--- config.mk ---
export PLATFORM = sky130hd
export DESIGN_NAME = bus_cycle_controller_flat
export DESIGN_NICKNAME = d
export VERILOG_FILES = /design/src/rtl/bus_cycle_controller_if.sv /design/src/rtl/bus_cycle_controller.sv /design/src/flat_wrapper.sv
export SDC_FILE = /design/constraint.sdc
export NUM_CORES = 1
export LEC_CHECK = 0
export CAP_MARGIN = 20
export CORE_MARGIN = 2
export CORE_UTILIZATION = 57
export DETAILED_ROUTE_END_ITERATION = 16
export PLACE_DENSITY = 0.88
export SKIP_LAST_GASP = 1
export SYNTH_ARGS = -nofsm -noshare
export SYNTH_HDL_FRONTEND = slang
export SYNTH_SLANG_ARGS = --single-unit
--- constraint.sdc ---
create_clock -name CLK -period 2.7 [get_ports CLK]
set_input_delay 0.675 -clock CLK [delete_from_list [all_inputs] [get_ports CLK]]
set_output_delay 0.675 -clock CLK [all_outputs]
set_load 0.05 [all_outputs]
--- src/rtl/bus_cycle_controller_if.sv ---
// 68030 bus-side signal bundle between the CPU/decoder side and the cycle controller.
// The slave modport is the controller's view; master is the CPU, decoder and peripherals.
interface bus_cycle_controller_if;
  logic AS_n;
  logic DS_n;
  logic RW;
  logic SEL_ROM;
  logic SEL_SRAM;
  logic SEL_DUART;
  logic SEL_IDE;
  logic SEL_FPU;
  logic IACK_DUART;
  logic IACK_OTHER;
  logic DTACK_DUART_n;
  logic DSACK0_FPU_n;
  logic DSACK1_FPU_n;
  logic DSACK0_n;
  logic DSACK1_n;
  logic BERR_n;
  logic AVEC_n;
  logic IDE_RD_n;
  logic IDE_WR_n;
  logic BUSY;

  modport slave (
    input  AS_n, DS_n, RW,
    input  SEL_ROM, SEL_SRAM, SEL_DUART, SEL_IDE, SEL_FPU, IACK_DUART, IACK_OTHER,
    input  DTACK_DUART_n, DSACK0_FPU_n, DSACK1_FPU_n,
    output DSACK0_n, DSACK1_n, BERR_n, AVEC_n, IDE_RD_n, IDE_WR_n, BUSY
  );

  modport master (
    output AS_n, DS_n, RW,
    output SEL_ROM, SEL_SRAM, SEL_DUART, SEL_IDE, SEL_FPU, IACK_DUART, IACK_OTHER,
    output DTACK_DUART_n, DSACK0_FPU_n, DSACK1_FPU_n,
    input  DSACK0_n, DSACK1_n, BERR_n, AVEC_n, IDE_RD_n, IDE_WR_n, BUSY
  );
endinterface

--- src/rtl/bus_cycle_controller.sv ---
// 68030 bus-cycle sequencer: wait states, DTACK/FPU termination, IDE strobes and BERR watchdog.
// Device selects are latched at cycle start; all sequencing uses the synchronised AS_n/DTACK_n.
module bus_cycle_controller #(
  parameter int ROM_WAIT   = 3,
  parameter int SRAM_WAIT  = 0,
  parameter int IDE_WAIT   = 4,
  parameter int TMO_CYCLES = 200,
  parameter int CNT_W      = 8
) (
  input logic CLK,
  input logic RST_n,
  bus_cycle_controller_if.slave bus
);

  typedef enum logic [2:0] {
    ST_IDLE,
    ST_WAIT,
    ST_DTACK,
    ST_ACK,
    ST_FAULT
  } state_e;

  localparam int S_ROM   = 0;
  localparam int S_SRAM  = 1;
  localparam int S_DUART = 2;
  localparam int S_IDE   = 3;
  localparam int S_FPU   = 4;
  localparam int S_IACKD = 5;
  localparam int S_IACKO = 6;

  state_e             state_q, state_d;
  logic               as_meta_q, as_meta_d, as_s_q, as_s_d;
  logic               dt_meta_q, dt_meta_d, dtack_s_q, dtack_s_d;
  logic [6:0]         sel_q, sel_d, sel_in;
  logic [CNT_W-1:0]   wait_q, wait_d, tmo_q, tmo_d, tmo_inc;
  logic               wait_en_q, wait_en_d;
  logic               tmo_hit, in_ack, fpu_pass, strobe_ok, ack8;

  assign sel_in = {bus.IACK_OTHER, bus.IACK_DUART, bus.SEL_FPU, bus.SEL_IDE,
                   bus.SEL_DUART, bus.SEL_SRAM, bus.SEL_ROM};

  always_ff @(posedge CLK or negedge RST_n) begin
    if (!RST_n) begin
      state_q   <= ST_IDLE;
      as_meta_q <= 1'b1;
      as_s_q    <= 1'b1;
      dt_meta_q <= 1'b1;
      dtack_s_q <= 1'b1;
      sel_q     <= '0;
      wait_q    <= '0;
      tmo_q     <= '0;
      wait_en_q <= 1'b0;
    end else begin
      state_q   <= state_d;
      as_meta_q <= as_meta_d;
      as_s_q    <= as_s_d;
      dt_meta_q <= dt_meta_d;
      dtack_s_q <= dtack_s_d;
      sel_q     <= sel_d;
      wait_q    <= wait_d;
      tmo_q     <= tmo_d;
      wait_en_q <= wait_en_d;
    end
  end

  always_comb begin
    as_meta_d = bus.AS_n;
    as_s_d    = as_meta_q;
    dt_meta_d = bus.DTACK_DUART_n;
    dtack_s_d = dt_meta_q;
    state_d   = state_q;
    sel_d     = sel_q;
    wait_d    = wait_q;
    tmo_d     = tmo_q;
    wait_en_d = wait_en_q;
    tmo_hit   = (tmo_q == CNT_W'(TMO_CYCLES));
    tmo_inc   = (&tmo_q) ? tmo_q : tmo_q + CNT_W'(1);

    unique case (state_q)
      ST_IDLE: begin
        if (!as_s_q) begin
          sel_d     = sel_in;
          tmo_d     = '0;
          wait_d    = '0;
          wait_en_d = 1'b0;
          if (!$onehot0(sel_in)) begin
            state_d = ST_FAULT;
          end else if (sel_in[S_ROM]) begin
            state_d   = ST_WAIT;
            wait_d    = CNT_W'(ROM_WAIT);
            wait_en_d = 1'b1;
          end else if (sel_in[S_SRAM]) begin
            state_d   = ST_WAIT;
            wait_d    = CNT_W'(SRAM_WAIT);
            wait_en_d = 1'b1;
          end else if (sel_in[S_IDE]) begin
            state_d   = ST_WAIT;
            wait_d    = CNT_W'(IDE_WAIT);
            wait_en_d = 1'b1;
          end else if (sel_in[S_DUART] || sel_in[S_IACKD]) begin
            state_d = ST_DTACK;
          end else if (sel_in[S_IACKO] || sel_in[S_FPU]) begin
            state_d = ST_ACK;
          end else begin
            // Unmapped address: only the watchdog can end this cycle
            state_d = ST_WAIT;
          end
        end
      end
      ST_WAIT: begin
        if (as_s_q) begin
          state_d = ST_IDLE;
        end else if (tmo_hit) begin
          state_d = ST_FAULT;
        end else begin
          tmo_d = tmo_inc;
          if (wait_en_q) begin
            if (wait_q == '0) state_d = ST_ACK;
            else              wait_d  = wait_q - CNT_W'(1);
          end
        end
      end
      ST_DTACK: begin
        if (as_s_q) begin
          state_d = ST_IDLE;
        end else if (tmo_hit) begin
          state_d = ST_FAULT;
        end else begin
          tmo_d = tmo_inc;
          if (!dtack_s_q) state_d = ST_ACK;
        end
      end
      ST_ACK, ST_FAULT: begin
        if (as_s_q) state_d = ST_IDLE;
      end
      default: state_d = ST_IDLE;
    endcase
  end

  // FPU acknowledges and IDE strobes use the raw strobes so they drop the instant the CPU lets go
  assign in_ack    = (state_q == ST_ACK);
  assign ack8      = in_ack && (sel_q[S_ROM] || sel_q[S_SRAM] || sel_q[S_DUART] || sel_q[S_IACKD]);
  assign fpu_pass  = in_ack && sel_q[S_FPU] && !bus.AS_n;
  assign strobe_ok = sel_q[S_IDE] && (state_q == ST_WAIT || state_q == ST_ACK)
                     && !bus.AS_n && !bus.DS_n;

  assign bus.DSACK0_n = fpu_pass ? bus.DSACK0_FPU_n : !ack8;
  assign bus.DSACK1_n = fpu_pass ? bus.DSACK1_FPU_n : !(in_ack && sel_q[S_IDE]);
  assign bus.AVEC_n   = !(in_ack && sel_q[S_IACKO]);
  assign bus.BERR_n   = (state_q != ST_FAULT);
  assign bus.IDE_RD_n = !(strobe_ok && bus.RW);
  assign bus.IDE_WR_n = !(strobe_ok && !bus.RW);
  assign bus.BUSY     = (state_q != ST_IDLE);

endmodule
--- src/flat_wrapper.sv ---
// flat-port wrapper written by rule: the top's interface ports become plain ports
module bus_cycle_controller_flat 
#(
  parameter int ROM_WAIT   = 3,
  parameter int SRAM_WAIT  = 0,
  parameter int IDE_WAIT   = 4,
  parameter int TMO_CYCLES = 200,
  parameter int CNT_W      = 8
)
  (CLK, RST_n, bus_AS_n, bus_DS_n, bus_RW, bus_SEL_ROM, bus_SEL_SRAM, bus_SEL_DUART, bus_SEL_IDE, bus_SEL_FPU, bus_IACK_DUART, bus_IACK_OTHER, bus_DTACK_DUART_n, bus_DSACK0_FPU_n, bus_DSACK1_FPU_n, bus_DSACK0_n, bus_DSACK1_n, bus_BERR_n, bus_AVEC_n, bus_IDE_RD_n, bus_IDE_WR_n, bus_BUSY);
  bus_cycle_controller_if bus_i ();
  input logic CLK;
  input logic RST_n;
  input wire logic [$bits(bus_i.AS_n)-1:0] bus_AS_n;
  input wire logic [$bits(bus_i.DS_n)-1:0] bus_DS_n;
  input wire logic [$bits(bus_i.RW)-1:0] bus_RW;
  input wire logic [$bits(bus_i.SEL_ROM)-1:0] bus_SEL_ROM;
  input wire logic [$bits(bus_i.SEL_SRAM)-1:0] bus_SEL_SRAM;
  input wire logic [$bits(bus_i.SEL_DUART)-1:0] bus_SEL_DUART;
  input wire logic [$bits(bus_i.SEL_IDE)-1:0] bus_SEL_IDE;
  input wire logic [$bits(bus_i.SEL_FPU)-1:0] bus_SEL_FPU;
  input wire logic [$bits(bus_i.IACK_DUART)-1:0] bus_IACK_DUART;
  input wire logic [$bits(bus_i.IACK_OTHER)-1:0] bus_IACK_OTHER;
  input wire logic [$bits(bus_i.DTACK_DUART_n)-1:0] bus_DTACK_DUART_n;
  input wire logic [$bits(bus_i.DSACK0_FPU_n)-1:0] bus_DSACK0_FPU_n;
  input wire logic [$bits(bus_i.DSACK1_FPU_n)-1:0] bus_DSACK1_FPU_n;
  output wire logic [$bits(bus_i.DSACK0_n)-1:0] bus_DSACK0_n;
  output wire logic [$bits(bus_i.DSACK1_n)-1:0] bus_DSACK1_n;
  output wire logic [$bits(bus_i.BERR_n)-1:0] bus_BERR_n;
  output wire logic [$bits(bus_i.AVEC_n)-1:0] bus_AVEC_n;
  output wire logic [$bits(bus_i.IDE_RD_n)-1:0] bus_IDE_RD_n;
  output wire logic [$bits(bus_i.IDE_WR_n)-1:0] bus_IDE_WR_n;
  output wire logic [$bits(bus_i.BUSY)-1:0] bus_BUSY;
  assign bus_i.AS_n = bus_AS_n;
  assign bus_i.DS_n = bus_DS_n;
  assign bus_i.RW = bus_RW;
  assign bus_i.SEL_ROM = bus_SEL_ROM;
  assign bus_i.SEL_SRAM = bus_SEL_SRAM;
  assign bus_i.SEL_DUART = bus_SEL_DUART;
  assign bus_i.SEL_IDE = bus_SEL_IDE;
  assign bus_i.SEL_FPU = bus_SEL_FPU;
  assign bus_i.IACK_DUART = bus_IACK_DUART;
  assign bus_i.IACK_OTHER = bus_IACK_OTHER;
  assign bus_i.DTACK_DUART_n = bus_DTACK_DUART_n;
  assign bus_i.DSACK0_FPU_n = bus_DSACK0_FPU_n;
  assign bus_i.DSACK1_FPU_n = bus_DSACK1_FPU_n;
  assign bus_DSACK0_n = bus_i.DSACK0_n;
  assign bus_DSACK1_n = bus_i.DSACK1_n;
  assign bus_BERR_n = bus_i.BERR_n;
  assign bus_AVEC_n = bus_i.AVEC_n;
  assign bus_IDE_RD_n = bus_i.IDE_RD_n;
  assign bus_IDE_WR_n = bus_i.IDE_WR_n;
  assign bus_BUSY = bus_i.BUSY;
  bus_cycle_controller #(.ROM_WAIT(ROM_WAIT), .SRAM_WAIT(SRAM_WAIT), .IDE_WAIT(IDE_WAIT), .TMO_CYCLES(TMO_CYCLES), .CNT_W(CNT_W)) u_core (.CLK(CLK), .RST_n(RST_n), .bus(bus_i));
endmodule
==> flow_metrics.env, run 1 <==
export IMPL_syn_to_final_growth_pct=28.9
export IMPL_synth_seq_area_share_pct=38.7
export IMPL_die_w_um=63.5
export IMPL_routed_wl_um=4930
export IMPL_tightestPinTransition_ns=0.663
export IMPL_clk_latency_ns=0.33
export IMPL_worst_slack_ns=-0.199
export IMPL_fin_crit_ns=2.90
export IMPL_syn_avg_cell_area_um2=8.80
export IMPL_antenna_left=0
export IMPL_ios=22
export IMPL_grt_pass1_vias=1846
export IMPL_crit_chain="buf_8 > ha_4 > inv_2 > fa_1 > inv_1 > ha_2 > fa_2 > xor2_4 > nand2b_4 > o32ai_2 > nand2b_1 > a221oi_1"
export IMPL_violations="negative setup slack"
export IMPL_synthCells=229
export IMPL_start_kind="input pin"
export IMPL_syn_nets=255
export IMPL_drt_pass1_iterations=5
export IMPL_drt_wirelength_per_cell_um=15.6
export IMPL_drv_slew=0
export IMPL_path_depth=12
export IMPL_num_vias=1858
export IMPL_slew_headroom_pct=55.3
export IMPL_numClockSinks=31
export IMPL_synthArstFlopShare_pct=100
export IMPL_netlist_area_mm2=0.00202
export IMPL_hp_class="flop to flop"
export IMPL_finish_utilization_pct=77.2
export IMPL_grt_ovfl_total=0
export IMPL_timing_max_cap_violations=0
export IMPL_layout_nets=296
export IMPL_leakagePower_nw=1.11
export IMPL_track_usage_pct=25.4
export IMPL_critPathCaptureType="flop"
export IMPL_dieArea_mm2=0.00403
export IMPL_clock_skew_ns=0.00381
export IMPL_path_clk_slew_ns=0.10
export IMPL_synth_edf_count=0
export IMPL_place_gp_congestion=0.833
export IMPL_ys_top_cells_by_area="dfrtp_1, nand2_1, dfstp_2, ha_1, nor2_1"
export IMPL_layout_drive_gt1_share_pct=25.5
export IMPL_hpwl_um=3510
export IMPL_crit_path_max_incr_delay_ns=0.49
export IMPL_cts_tree="yes"
export IMPL_cp_max_fo=3
export IMPL_synth_main_ff_cell="dfrtp_1"
export IMPL_arrival_ns=3.12
export IMPL_crit_family="adder cells"
export IMPL_drt_iter0_markers=141
export IMPL_ys_seq_elements=31
export IMPL_critPathBufInv=3
export IMPL_status="finished, violations left"
export IMPL_synth_top_area_cell="dfrtp_1"
export IMPL_period_share_pct=107
export IMPL_mostFrequentLayoutCell="nand2_1"
export IMPL_initial_utilization_pct=59.9
export IMPL_worstPathRequired_ns=2.93
export IMPL_synth_warnings=0
export IMPL_core_region_area_mm2=0.00336
export IMPL_slowest_stage="fa_1"
export IMPL_grt_pass1_wl_um=8050
export IMPL_synth_cell_types=57
export IMPL_clock_path_buffers=2
export IMPL_layout_common_cells="nand2_1, dfrtp_1, nor2_1, buf_4, inv_1"
export IMPL_cts_root_buf="clkbuf_4"
export IMPL_die_height_um=63.5
export IMPL_numCtsBuffers=5
export IMPL_drc_errors=0
export IMPL_powerDensity_mw_per_mm2=580
export IMPL_max_freq_mhz=345
export IMPL_r2r_cells=7
export IMPL_routed_via_density=5.86
export IMPL_grt_max_degree=32
export IMPL_hold_violations=0
export IMPL_n_antenna_cell=0
export IMPL_peakVddDrop_mv=0.389
export IMPL_core_rowCount=21
export IMPL_synth_top_area_share_pct=33.5
export IMPL_h_tree_depth=2
export IMPL_crit_type="input pin to flop"
export IMPL_setup_violations_final=4
export IMPL_instances_no_fill=317
export IMPL_rsz0062_at_grt="true"
export IMPL_hold_depth=0
export IMPL_placed_cells=306
export IMPL_antenna_found_initial=0
export IMPL_portBuffers=21
## sequential cells by signal, indices dropped and copies added (netlist names)
signal            count
u_core.tmo_q          8
u_core.wait_q         8
u_core.sel_q          7
u_core.state_q        3
u_core.as_meta_q      1
u_core.as_s_q         1
u_core.dt_meta_q      1
u_core.dtack_s_q      1
u_core.wait_en_q      1
## worst reg2reg max path, delay by kind of cell (launching register included)
family,cells,cell delay (ns)
buffers and inverters,1,0.08
DFF,1,0.41
and+or+nand+nor,1,0.22
adders and majority gates,1,0.20
AOI/OAI and AO/OA,4,1.11
## timing repair
item,CTS,global route
hold buffers,0,0
setup buffers,2,1
gates resized for setup,26,7
setup endpoints to repair,7,6
pin swaps,6,5
## power by group
part	total [mW]	switching [mW]	internal [mW]
clock	0.313	0.160	0.153
sequential	0.613	0.0701	0.542
combinational	0.580	0.324	0.256
total	1.51	0.555	0.951
## cell usage after synthesis, drive strengths merged, types with 2 or more instances
master	n
nand2b	7
dfstp	4
clkbuf	4
mux2i	2
a211oi	2
nand3	9
o22ai	5
dfrtp	27
inv	21
a21o	4
nand2	37
o211ai	2
or3	2
buf	3
or2	2
nor2b	3
nor3	6
a221oi	3
fa	3
nor2	23
a2111oi	3
nor4	2
o21ai	6
a21oi	14
xnor2	2
o21bai	2
o32ai	3
ha	8
## worst paths after layout
kind,startpoint,endpoint,slack (ns)
worst max register to register,u_core.tmo_q[0],u_core.tmo_q[7],0.59
worst min-delay path,u_core.as_meta_q,u_core.as_s_q,0.36
min in group asynchronous,RST_n,u_core.tmo_q[5],0.74
max in group asynchronous,RST_n,u_core.as_meta_q,1.64
worst min register to register,u_core.as_meta_q,u_core.as_s_q,0.36
worst max-delay path,bus_SEL_SRAM,u_core.state_q[0],-0.20
## final cells by class
cell class	instances	area [um^2]
Multi-Input combinational cell	170	1230
Timing Repair Buffer	41	378
Clock buffer	8	68.8
Sequential cell	31	781
Fill cell	243	766
Inverter	21	78.8
Tap cell	46	57.6
## kinds of logic (layout without fill, tap and decap cells)
family	count (synthesis)	after routing	synth area share (%)
simple gates	98	98	25.1
xor+xnor	3	3	1.30
mux	3	3	1.55
fa+ha+maj	12	12	8.44
flops	31	31	38.7
buf+inv	28	70	5.83
compound gates	54	54	19.1
## per-stage QoR
stage	power, mW	setup slack, ns	TNS, ns	hold WS [ns]	instance area [um^2]
final	1.51	-0.199	-0.423	0.361	2600
after global routing	1.60	-0.285	-0.670	0.373	2600
after CTS	1.47	-0.199	-0.448	0.362	2550
after detailed placement	1.15	-0.967	-5.59	0.350	2470
after global placement	1.12	-0.840	-5.03	0.346	2470
after floorplan	0.970	-0.276	-0.843	0.345	2100
## layer usage
layer | routed length (um) | global-route usage (%) | vias to the layer above
met5 | 0 | 0 | -
met4 | 29 | 6.79 | 0
met3 | 165 | 3.75 | 4
met2 | 2680 | 45.8 | 51
met1 | 2060 | 31.6 | 912
li1 | - | - | 891
No activity file was read; power rests on OpenSTA's default activity.
==> run 2: changes to the inputs <==
CORE_MARGIN = unset   (was 2)
==> run 2 against run 1 <==
The run still ends with negative setup slack left. Flip-flop and latch count unchanged. Die area decreased by 6.2%. Setup slack improved by 0.095 ns. Clock skew increased by 0.0070 ns. Sequential share of layout area increased by 0.33 points. Hold slack improved by 0.0026 ns. Critical path type unchanged. Largest cell class unchanged. Largest power group unchanged.
==> flow_metrics.env, run 2 (same netlist as run 1, synthesis figures left out) <==
export IMPL_core_region_area_mm2=0.00336
export IMPL_peakVddDrop_mv=0.403
export IMPL_start_kind="input pin"
export IMPL_tightestPinTransition_ns=0.869
export IMPL_routed_wl_um=4880
export IMPL_netSwitchingFraction_pct=38.8
export IMPL_reg2reg_setup_slack_ns=0.51
export IMPL_drt_iter0_markers=131
export IMPL_hp_class="flop to flop"
export IMPL_clock_path_buffers=2
export IMPL_cts_tree="yes"
export IMPL_arrival_ns=3.07
export IMPL_clock_skew_ns=0.0108
export IMPL_leakagePower_nw=1.09
export IMPL_critPathCaptureType="flop"
export IMPL_antenna_left=0
export IMPL_num_vias=1840
export IMPL_placed_cells=304
export IMPL_drv_slew=0
export IMPL_worstPathRequired_ns=2.97
export IMPL_instances_no_fill=313
export IMPL_status="finished, violations left"
export IMPL_ff_latch_area_um2=782
export IMPL_drt_pass1_iterations=5
export IMPL_portBuffers=21
export IMPL_path_clk_slew_ns=0.10
export IMPL_period_share_pct=104
export IMPL_layout_common_cells="nand2_1, dfrtp_1, nor2_1"
export IMPL_grt_pass1_wl_um=7320
export IMPL_slew_headroom_pct=41.4
export IMPL_syn_to_final_growth_pct=27.7
export IMPL_r2r_cells=7
export IMPL_numClockSinks=31
export IMPL_p_sw_mw=0.565
export IMPL_ios=22
export IMPL_grt_ovfl_total=0
export IMPL_power_mw=1.45
export IMPL_hpwl_um=3370
export IMPL_die_height_um=61.5
export IMPL_largestRegisters="u_core.tmo_q (8), u_core.wait_q (8), u_core.sel_q (7)"
export IMPL_ctsHoldBuffers=0
export IMPL_combPwrFrac_pct=39.8
export IMPL_hold_depth=0
export IMPL_powerDensity_mw_per_mm2=565
export IMPL_dieArea_mm2=0.00378
export IMPL_place_gp_congestion=0.808
export IMPL_track_usage_pct=26.9
export IMPL_hold_start="u_core.as_meta_q"
export IMPL_final_area_mm2=0.00257
export IMPL_pwr_share_seq_pct=42.1
export IMPL_routed_via_density=5.88
export IMPL_drt_wirelength_per_cell_um=15.6
export IMPL_worstHoldEndpoint="u_core.as_s_q"
export IMPL_initial_utilization_pct=59.9
export IMPL_reg2reg_to="u_core.wait_q[2]"
export IMPL_clkPwrFrac_pct=18.1
export IMPL_grt_pass1_vias=1680
export IMPL_setup_violations_final=2
export IMPL_die_w_um=61.5
export IMPL_max_freq_mhz=357
export IMPL_multi_input_area_mm2=0.00126
export IMPL_cp_max_fo=3
export IMPL_clk_latency_ns=0.35
export IMPL_antenna_found_initial=0
export IMPL_n_antenna_cell=0
export IMPL_drc_errors=0
export IMPL_layout_drive_gt1_share_pct=25.1
export IMPL_timing_max_cap_violations=0
export IMPL_violations="negative setup slack"
export IMPL_crit_type="input pin to flop"
export IMPL_cts_root_buf="clkbuf_4"
export IMPL_numCtsBuffers=5
export IMPL_core_rowCount=21
export IMPL_worstReg2RegStart="u_core.tmo_q[0]"
export IMPL_postPlaceCellArea_mm2=0.00245
export IMPL_p_int_mw=0.889
export IMPL_grt_max_degree=32
export IMPL_fillers=242
export IMPL_rsz0062_at_grt="true"
export IMPL_layout_nets=292
export IMPL_fin_crit_ns=2.80
export IMPL_h_tree_depth=2
export IMPL_mostFrequentLayoutCell="nand2_1"
export IMPL_worst_slack_ns=-0.104
export IMPL_hold_violations=0
==> run 2: cell types whose count changed in the layout (fill, tap and decap cells not counted), sizes merged <==
| cell | change |
|---|---|
| dlymetal6s2s | +1 |
| clkdlybuf4s50 | -3 |
| clkinv | +3 |
| buf | -4 |
| clkbuf | -3 |
| dlygate4sd2 | +2 |
==> run 2: worst max-delay path by stage <==
stage / slack (ns) / depth (start not counted) / endpoint / start
floorplan: -0.28 / 11 / u_core.state_q[1] / bus_SEL_DUART
global placement: -0.83 / 12 / u_core.state_q[1] / bus_SEL_IDE
detailed placement: -0.88 / 12 / u_core.state_q[1] / bus_SEL_IDE
CTS: -0.11 / 12 / u_core.state_q[1] / bus_SEL_SRAM
global route: -0.20 / 11 / u_core.state_q[1] / bus_IACK_DUART
finish: -0.10 / 12 / u_core.state_q[1] / bus_SEL_SRAM
==> run 2: critical path, stage by stage <==
cell,delay (ns)
buf_6,0.10
ha_4,0.25
inv_2,0.03
fa_1,0.49
inv_1,0.04
ha_2,0.17
fa_2,0.37
xor2_4,0.19
nand2b_4,0.10
o32ai_4,0.31
o22ai_2,0.13
a221oi_2,0.23
==> run 2: per-stage QoR <==
| step | setup TNS (ns) | hold WS, ns | setup WS, ns | util (%) |
|---|---|---|---|---|
| after global routing | -0.601 | 0.375 | -0.202 | 76.5 |
| after detailed placement | -5.12 | 0.349 | -0.881 | 73.0 |
| after floorplan | -0.843 | 0.345 | -0.276 | - |
| final | -0.194 | 0.363 | -0.104 | 76.5 |
| after CTS | -0.178 | 0.364 | -0.106 | 74.5 |
| after global placement | -4.88 | 0.347 | -0.835 | 73.0 |
==> run 2: repair_timing <==
| action | CTS | global route |
|---|---|---|
| pin swaps | 7 | 4 |
| resized for setup | 29 | 9 |
| endpoints found under the setup margin | 9 | 8 |
| setup buffers | 0 | 1 |
==> run 2: power by group through the flow <==
stage | combinational [mW] | clock (mW) | sequential [mW]
floorplan | 0.374 | 0 | 0.596
detailed placement | 0.521 | 0 | 0.614
CTS | 0.519 | 0.271 | 0.605
finish | 0.579 | 0.263 | 0.612
global route | 0.635 | 0.291 | 0.623
global placement | 0.501 | 0 | 0.611
==> run 2: cell type report <==
class                           count  share of cell area (%)
Inverter                           21                    3.06
Tap cell                           46                    2.24
Timing Repair Buffer               37                    13.5
Clock inverter                      3                   0.583
Clock buffer                        5                    1.46
Multi-Input combinational cell    170                    48.8
Sequential cell                    31                    30.4
==> run 2: per-layer routing <==
layer  global-route usage, %  share of wire, %  vias to the layer above
met5                       0                 0                        -
met4                    11.4               2.3                        0
met1                    34.0                42                      895
met2                    44.7                51                       50
met3                    5.88               4.0                       14
li1                        -                 -                      881
==> run 3: changes to the inputs <==
CORE_UTILIZATION = 51   (was 57)
PLACE_DENSITY = 0.84   (was 0.88)
SLEW_MARGIN = 15   (was unset)
clock period = 2.48 ns   (was 2.7 ns; I/O delays follow)
==> run 3 against run 2 <==
Hold slack got worse by 0.0074 ns. Setup slack got worse by 0.22 ns. Count of clock-buffer cells in the layout rose by 1. Final area rose by 4.3%. Power rose by 27%. First-iteration DRC count rose by 16%. The run still ends with negative setup slack left. Critical path type unchanged.
==> flow_metrics.env, run 3 (same netlist as run 1, synthesis figures left out) <==
export IMPL_ff_latch_area_um2=782
export IMPL_numClockSinks=31
export IMPL_place_gp_congestion=0.857
export IMPL_tightestPinTransition_ns=0.664
export IMPL_layout_common_cells="nand2_1, dfrtp_1, nor2_1"
export IMPL_placed_cells=308
export IMPL_drv_slew=0
export IMPL_largestRegisters="u_core.tmo_q (8), u_core.wait_q (8), u_core.sel_q (7)"
export IMPL_peakVddDrop_mv=0.357
export IMPL_status="finished, violations left"
export IMPL_powerDensity_mw_per_mm2=688
export IMPL_mostFrequentLayoutCell="nand2_1"
export IMPL_portBuffers=21
export IMPL_layout_drive_gt1_share_pct=28.7
export IMPL_num_vias=1821
export IMPL_period_share_pct=113
export IMPL_grt_max_degree=32
export IMPL_clock_path_buffers=2
export IMPL_hold_depth=0
export IMPL_timing_max_cap_violations=0
export IMPL_ctsHoldBuffers=0
export IMPL_h_tree_depth=2
export IMPL_crit_type="input pin to flop"
export IMPL_hpwl_um=3390
export IMPL_core_region_area_mm2=0.00372
export IMPL_routed_via_density=5.76
export IMPL_path_clk_slew_ns=0.07
export IMPL_drt_iter0_markers=152
export IMPL_fillers=277
export IMPL_crit_path_max_incr_delay_ns=0.49
export IMPL_start_kind="input pin"
export IMPL_cp_max_fo=3
export IMPL_postPlaceCellArea_mm2=0.00246
export IMPL_layout_nets=293
export IMPL_power_mw=1.85
export IMPL_critPathCaptureType="flop"
export IMPL_worst_slack_ns=-0.322
export IMPL_fin_crit_ns=2.80
export IMPL_path_depth=12
export IMPL_dieArea_mm2=0.00421
export IMPL_clk_latency_ns=0.29
export IMPL_track_usage_pct=26.0
export IMPL_cts_tree="yes"
export IMPL_setup_violations_final=6
export IMPL_slew_headroom_pct=54.6
export IMPL_antenna_left=0
export IMPL_post_cts_buffers=0
export IMPL_multi_input_area_mm2=0.00129
export IMPL_worstPathRequired_ns=2.68
export IMPL_max_freq_mhz=357
export IMPL_clock_skew_ns=0.00503
export IMPL_r2r_cells=7
export IMPL_arrival_ns=3.01
export IMPL_die_w_um=64.9
export IMPL_ios=22
export IMPL_crit_chain="buf_8 > ha_4 > inv_2 > fa_1 > inv_1 > ha_2 > fa_2 > xor2_4 > nand2b_4 > o32ai_4 > o22ai_1 > a221oi_2"
export IMPL_slowest_stage="fa_1"
export IMPL_grt_pass1_wl_um=8170
export IMPL_instances_no_fill=316
export IMPL_hold_violations=0
export IMPL_drt_wirelength_per_cell_um=15.5
export IMPL_grt_ovfl_total=0
export IMPL_routed_wl_um=4910
export IMPL_cts_root_buf="clkbuf_8"
export IMPL_violations="negative setup slack"
export IMPL_drc_errors=0
export IMPL_finish_utilization_pct=72.2
export IMPL_grt_pass1_vias=1856
export IMPL_hp_class="flop to flop"
export IMPL_rsz0062_at_grt="true"
export IMPL_initial_utilization_pct=54.2
export IMPL_core_rowCount=22
export IMPL_final_area_mm2=0.00268
export IMPL_drt_pass1_iterations=4
export IMPL_die_height_um=64.9
export IMPL_leakagePower_nw=1.11
export IMPL_n_antenna_cell=0
export IMPL_numCtsBuffers=5
export IMPL_crit_family="adder cells"
export IMPL_syn_to_final_growth_pct=33.1
export IMPL_critPathBufInv=3
export IMPL_antenna_found_initial=0
-- run 3: changes by cell type in the layout (fill, tap and decap cells not counted), moves of 2 or more --
cell	delta
a21oi_1	-2
clkbuf_4	-5
dlygate4sd2_1	-2
clkbuf_8	+6
a21oi_2	+2
clkinv_2	-2
buf_4	+3
-- run 3: through the flow --
stage	setup slack [ns]	hold slack, ns	setup TNS (ns)
3_5_place_dp	-1.06	0.350	-6.43
5_1_grt	-0.408	0.364	-1.71
6_report	-0.322	0.356	-1.27
3_3_place_gp	-1.00	0.346	-6.03
2_1_floorplan	-0.441	0.324	-1.83
4_1_cts	-0.345	0.357	-1.43
-- run 3: routing by layer --
layer  wire length (um)  GRT usage (%)  vias up
li1                   -              -      878
met3                241           6.51       16
met5                  0              0        -
met2               2390           43.1       53
met4                145           11.1        0
met1               2130           31.9      874
-- run 3: where the power goes --
group          internal [mW]  switching [mW]
logic                  0.286           0.361
registers              0.591          0.0854
clock network          0.325           0.198
total                   1.20           0.645
-- run 3: final cells by class --
| cell class | instances | share of cell area (%) |
|---|---|---|
| Sequential cell | 31 | 29.1 |
| Inverter | 21 | 2.94 |
| Multi-Input combinational cell | 170 | 48.1 |
| Clock inverter | 2 | 1.31 |
| Tap cell | 48 | 2.24 |
| Clock buffer | 6 | 3.08 |
| Timing Repair Buffer | 38 | 13.2 |
-- run 3: repair_timing --
action / in CTS / in global routing
gates resized for setup: 28 / 15
pin swaps: 6 / 8
endpoints found under the setup margin: 7 / 9
-- run 3: worst paths after layout --
check	from	endpoint	slack, ns
worst max-delay path	bus_SEL_SRAM	u_core.state_q[1]	-0.32
worst max register to register	u_core.tmo_q[0]	u_core.tmo_q[6]	0.27
max in group asynchronous	RST_n	u_core.as_meta_q	1.43
min in group asynchronous	RST_n	u_core.tmo_q[6]	0.72
worst min register to register	u_core.as_meta_q	u_core.as_s_q	0.36
worst min-delay path	u_core.as_meta_q	u_core.as_s_q	0.36
